## config.mk

```make
export PLATFORM = sky130hd
export DESIGN_NAME = fx2_cmd_responder
export DESIGN_NICKNAME = d
export VERILOG_FILES = /design/src/rtl/fx2_cmd_responder.sv
export SDC_FILE = /design/constraint.sdc
export NUM_CORES = 1
export LEC_CHECK = 0
export BUFFER_PORTS_ARGS = -buffer_cell sky130_fd_sc_hd__buf_2
export CAP_MARGIN = 20
export CORE_MARGIN = 8
export CORE_UTILIZATION = 33
export DETAILED_ROUTE_END_ITERATION = 10
export PLACE_DENSITY = 0.62
export SLEW_MARGIN = 0
export SYNTH_ARGS = -nofsm -noshare
export SYNTH_HDL_FRONTEND = slang
export SYNTH_SLANG_ARGS = --single-unit
export TNS_END_PERCENT = 10
```

## constraint.sdc

```tcl
create_clock -name fx2_clk -period 2.5 [get_ports fx2_clk]
set_input_delay 0.375 -clock fx2_clk [delete_from_list [all_inputs] [get_ports fx2_clk]]
set_output_delay 0.375 -clock fx2_clk [all_outputs]
set_load 0.05 [all_outputs]
```

## src/rtl/fx2_cmd_responder.sv

```systemverilog
// Host command responder on the FX2 slave-FIFO link: parses framed register
// read/write commands, drives the 32-bit register bus into the timetag core
// and returns framed reply bytes over a ready/ack handshake.
//
// state   | meaning
// --------+-----------------------------------------------------------
// IDLE    | waiting for an opcode byte
// ADDR    | opcode latched, waiting for the address byte
// DATA    | collecting the four write-data bytes, LSB first
// EXEC_WR | one-cycle register write strobe
// EXEC_RD | read strobe, then wait RD_LATENCY cycles for reg_rdata
// REPLY   | presenting reply bytes until the last one is accepted
module fx2_cmd_responder #(
    parameter int unsigned TIMEOUT_CYCLES = 65535,
    parameter int unsigned RD_LATENCY     = 1
) (
    input  logic        fx2_clk,
    input  logic        reset_n,
    input  logic [7:0]  cmd,
    input  logic        cmd_wr,
    output logic [7:0]  reg_addr,
    output logic [31:0] reg_wdata,
    output logic        reg_wr,
    output logic        reg_rd,
    input  logic [31:0] reg_rdata,
    output logic [7:0]  reply,
    output logic        reply_rdy,
    input  logic        reply_ack,
    output logic        reply_end,
    output logic        cmd_timeout,
    output logic        cmd_dropped
);

    typedef enum logic [2:0] {
        IDLE    = 3'd0,
        ADDR    = 3'd1,
        DATA    = 3'd2,
        EXEC_WR = 3'd3,
        EXEC_RD = 3'd4,
        REPLY   = 3'd5
    } state_t;

    localparam logic [15:0] TMO_LAST = 16'(TIMEOUT_CYCLES - 1);
    localparam logic [2:0]  LAT_LAST = 3'(RD_LATENCY);

    state_t      state_q, state_d;
    logic        op_rd_q, op_rd_d;
    logic [1:0]  idx_q, idx_d;
    logic [1:0]  ridx_q, ridx_d;
    logic [15:0] tmo_q, tmo_d;
    logic [2:0]  lat_q, lat_d;
    logic [31:0] rdata_q, rdata_d;
    logic [7:0]  reg_addr_q, reg_addr_d;
    logic [31:0] reg_wdata_q, reg_wdata_d;
    logic [7:0]  reply_q, reply_d;
    logic        reply_rdy_q, reply_rdy_d;
    logic        reply_end_q, reply_end_d;
    logic        in_cmd;
    logic        tmo_hit;

    // Inter-byte idle counter: only runs while a command is partially received.
    always_comb begin
        in_cmd  = (state_q == ADDR) || (state_q == DATA);
        tmo_hit = in_cmd && !cmd_wr && (tmo_q == TMO_LAST);
        tmo_d   = 16'd0;
        if (in_cmd && !cmd_wr && !tmo_hit) begin
            tmo_d = tmo_q + 16'd1;
        end
    end

    // Next-state, register-bus strobes and reply sequencing.
    always_comb begin
        state_d     = state_q;
        op_rd_d     = op_rd_q;
        idx_d       = idx_q;
        ridx_d      = ridx_q;
        lat_d       = lat_q;
        rdata_d     = rdata_q;
        reg_addr_d  = reg_addr_q;
        reg_wdata_d = reg_wdata_q;
        reply_d     = reply_q;
        reply_rdy_d = reply_rdy_q;
        reply_end_d = reply_end_q;
        reg_wr      = 1'b0;
        reg_rd      = 1'b0;
        cmd_timeout = 1'b0;
        cmd_dropped = 1'b0;

        case (state_q)
            IDLE: begin
                if (cmd_wr) begin
                    case (cmd)
                        8'h00: state_d = IDLE;
                        8'h01: begin op_rd_d = 1'b1; state_d = ADDR; end
                        8'h02: begin op_rd_d = 1'b0; state_d = ADDR; end
                        default: begin
                            reply_d     = 8'h01;
                            reply_rdy_d = 1'b1;
                            reply_end_d = 1'b1;
                            state_d     = REPLY;
                        end
                    endcase
                end
            end
            ADDR: begin
                if (cmd_wr) begin
                    reg_addr_d = cmd;
                    if (op_rd_q) begin
                        lat_d   = 3'd0;
                        state_d = EXEC_RD;
                    end else begin
                        idx_d   = 2'd0;
                        state_d = DATA;
                    end
                end else if (tmo_hit) begin
                    cmd_timeout = 1'b1;
                    state_d     = IDLE;
                end
            end
            DATA: begin
                if (cmd_wr) begin
                    reg_wdata_d[{idx_q, 3'b000} +: 8] = cmd;
                    idx_d = idx_q + 2'd1;
                    if (idx_q == 2'd3) begin
                        state_d = EXEC_WR;
                    end
                end else if (tmo_hit) begin
                    cmd_timeout = 1'b1;
                    state_d     = IDLE;
                end
            end
            EXEC_WR: begin
                cmd_dropped = cmd_wr;
                reg_wr      = 1'b1;
                reply_d     = 8'h00;
                reply_rdy_d = 1'b1;
                reply_end_d = 1'b1;
                state_d     = REPLY;
            end
            EXEC_RD: begin
                cmd_dropped = cmd_wr;
                reg_rd      = (lat_q == 3'd0);
                if (lat_q == LAT_LAST) begin
                    rdata_d     = reg_rdata;
                    reply_d     = 8'h00;
                    reply_rdy_d = 1'b1;
                    reply_end_d = 1'b0;
                    ridx_d      = 2'd0;
                    state_d     = REPLY;
                end else begin
                    lat_d = lat_q + 3'd1;
                end
            end
            REPLY: begin
                cmd_dropped = cmd_wr;
                if (reply_ack && reply_rdy_q) begin
                    if (reply_end_q) begin
                        reply_d     = 8'h00;
                        reply_rdy_d = 1'b0;
                        reply_end_d = 1'b0;
                        state_d     = IDLE;
                    end else begin
                        // ridx_q counts data bytes already shown; the next one is byte ridx_q.
                        reply_d     = rdata_q[{ridx_q, 3'b000} +: 8];
                        reply_end_d = (ridx_q == 2'd3);
                        ridx_d      = ridx_q + 2'd1;
                    end
                end
            end
            default: state_d = IDLE;
        endcase
    end

    // State and datapath registers; reply_rdy drops immediately on reset.
    always_ff @(posedge fx2_clk or negedge reset_n) begin
        if (!reset_n) begin
            state_q     <= IDLE;
            op_rd_q     <= 1'b0;
            idx_q       <= 2'd0;
            ridx_q      <= 2'd0;
            tmo_q       <= 16'd0;
            lat_q       <= 3'd0;
            rdata_q     <= 32'd0;
            reg_addr_q  <= 8'd0;
            reg_wdata_q <= 32'd0;
            reply_q     <= 8'd0;
            reply_rdy_q <= 1'b0;
            reply_end_q <= 1'b0;
        end else begin
            state_q     <= state_d;
            op_rd_q     <= op_rd_d;
            idx_q       <= idx_d;
            ridx_q      <= ridx_d;
            tmo_q       <= tmo_d;
            lat_q       <= lat_d;
            rdata_q     <= rdata_d;
            reg_addr_q  <= reg_addr_d;
            reg_wdata_q <= reg_wdata_d;
            reply_q     <= reply_d;
            reply_rdy_q <= reply_rdy_d;
            reply_end_q <= reply_end_d;
        end
    end

    assign reg_addr  = reg_addr_q;
    assign reg_wdata = reg_wdata_q;
    assign reply     = reply_q;
    assign reply_rdy = reply_rdy_q;
    assign reply_end = reply_end_q;

endmodule

```

==> results.json <==
{
  "path_clk_slew_ns": 0.07,
  "fin_setup_tns_ns": 0,
  "antennaDiodeCount": 0,
  "cts.sinks": 109,
  "r2r-start": "state_q[2]",
  "nNetsFinal": 617,
  "critPathLaunchType": "flip-flop",
  "finalMaxSlewViolations": 0,
  "gr-total-overflow": 0,
  "crit_path_end": "cmd_timeout",
  "path_max_fanout": 16,
  "cts_buffers": 9,
  "netlist_instances": 461,
  "fin_crit_sh_pct": 95.19,
  "ys_ff_latch": 109,
  "firstDrtPassIters": 4,
  "cts_tree": "yes",
  "via_count": 3675,
  "wl_per_cell_um": 15.86,
  "drt-vias-per-instance": 4.874,
  "holdWs_ns": 0.05913,
  "vdd_drop_max_mv": 0.5232,
  "rows": 45,
  "fillCellCount": 1435,
  "crit_arrival_ns": 2.00,
  "die_y_um": 139.9,
  "synth_commonest_cells": "109 x dfrtp_1, 96 x nand2_1, 41 x mux2_2, 34 x o21ai_0, 30 x nor2_1",
  "h-tree-depth": 3,
  "wirelength_mm": 11.96,
  "grt_first_pass_wirelength_mm": 20.24,
  "synthArstFlopShare_pct": 100.0,
  "slew_headroom_pct": 53.42,
  "synth_nets": 517,
  "syn_area_per_cell_um2": 10.99,
  "r2r_setup_slack_ns": 0.34,
  "rsz0062_at_grt": "no",
  "detailed_place_hpwl_mm": 8.855,
  "drive_above_1_share_pct": 32.69,
  "grt.total_usage_pct": 12.82,
  "antenna_found_initial": 0,
  "ys.flop_type": "dfrtp_1",
  "ys_seq_area_share_pct": 53.83,
  "drc": 0,
  "tightestPinTransition_ns": 0.6986,
  "synth_top_cell_area_share_pct": 53.83,
  "multi_input_area_um2": 2168,
  "hp-class": "in -> async",
  "leakagePower_nw": 2.797,
  "yosysTopAreaCell": "dfrtp_1",
  "ios": 98,
  "drv_cap": 0,
  "synth_cell_types": 56,
  "reg2reg_depth": 5,
  "seq_area_um2": 2728,
  "clock_latency_ns": 0.35,
  "grt_max_degree": 53,
  "io_buffers": 97,
  "max_freq_mhz": 420.2,
  "required_ns": 2.12,
  "finalPower_mw": 7.006,
  "status": "completed",
  "initial_core_util_pct": 33.58,
  "p_per_area_nw_per_um2": 1150,
  "synth_edf_count": 0,
  "crit_path_end_kind": "primary output",
  "yosysMostFrequentCell": "dfrtp_1",
  "drt_iter0_markers": 175,
  "die_x_um": 139.9,
  "netlist_area_um2": 5067,
  "path_class": "reg -> out",
  "finalSetupViolations": 0,
  "dieArea_um2": 19580,
  "cts.path.max_buffers": 2,
  "hold_violations": 0,
  "cts-root-buf": "clkbuf_16",
  "antenna_left": 0,
  "skew_ns": 0.008566,
  "grt_pass1_vias": 3847,
  "ys_warn_count": 0,
  "core_um2": 15090,
  "finalWeightedCongestion": 0.7938,
  "cp-startpoint": "state_q[0]",
  "post-route-min-period_ns": 2.380,
  "worstReg2RegEnd": "state_q[2]",
  "areaGrowthSynthToFinish_pct": 20.20,
  "synth_area_leaders": "dfrtp_1 54%, mux2_2 9.1%, nand2_1 7.1%"
}
-- where the power goes --
part           switching, mW  total, mW  internal, mW
clock                  0.683       1.51         0.826
combinational           1.73       2.83          1.10
sequential             0.376       2.66          2.29
total                   2.79       7.01          4.21
-- cells by family after synthesis --
family / after synthesis / synth area share (%)
multiplexers: 49 / 12.67
flip-flops: 109 / 53.83
buffers and inverters: 32 / 3.383
adder cells (fa/ha/maj): 12 / 2.963
XOR/XNOR: 14 / 2.420
AND/OR/NAND/NOR: 171 / 15.46
AO/OA/AOI/OAI: 74 / 9.285
-- worst max-delay path, stage by stage (launching register included) --
cell       delay [ns]
dfrtp_1          0.61
or2b_2           0.40
a2111oi_4        0.42
buf_6            0.22
-- area by class of cell --
class                   count  area share [%]
inverters                  12          0.7395
well taps                 188           3.862
clock inverters             6           1.294
repair buffers            109           9.799
clock buffers              10           3.924
flip-flops and latches    109           44.78
multi-input cells         320           35.60
-- state kept, by name, summed over array words and instances (netlist names) --
name	flops
lat_q	3
ridx_q	2
state_q	3
op_rd_q	1
reg_addr	8
reply	8
reply_end	1
reply_rdy	1
tmo_q	16
reg_wdata	32
rdata_q	32
idx_q	2
-- worst min path at each step --
stage	endpoint	depth (start not counted)	slack, ns	startpoint
detailed placement	reg_wdata[29]	1	0.47	reset_n
finish	reg_wdata[29]	1	0.06	reset_n
global route	op_rd_q	1	0.11	reset_n
global placement	reg_wdata[29]	1	0.45	reset_n
CTS	reg_wdata[29]	1	0.08	reset_n
floorplan	idx_q[0]	0	0.08	reset_n
-- repair_timing --
item,CTS,global route
cloned,0,0
gates resized for setup,2,0
pin swaps,1,2
setup endpoints to repair,1,1
setup buffers,3,0
hold buffers,0,0
-- through the flow --
stage / cells / setup WS (ns) / instance area [um2] / utilization (%)
global placement: 735 / 0.1684 / 5744 / 38.07
global route: 754 / 0.0001368 / 6091 / 40.36
detailed placement: 735 / 0.1056 / 5744 / 38.07
CTS: 754 / 0.001308 / 6091 / 40.36
floorplan: 461 / 0.06995 / 5067 / -
finish: 754 / 0.1203 / 6091 / 40.36
-- routing by layer --
metal	GRT usage, %	share of wire (%)
met5	0	0
met1	15.91	45
met3	5.471	7.8
met4	3.714	1.5
met2	19.94	46
-- cells in the final DEF, fill, tap and decap left out, drive strengths merged, types with 6 or more instances in the layout --
cell	instances
a21oi	10
buf	109
clkbuf	10
dfrtp	109
ha	12
inv	15
mux2	41
mux4	8
nand2	96
nand3	10
nand4	6
nor2	30
nor3	6
o21ai	42
xor2	12
No activity file was read; power rests on OpenSTA's default activity.
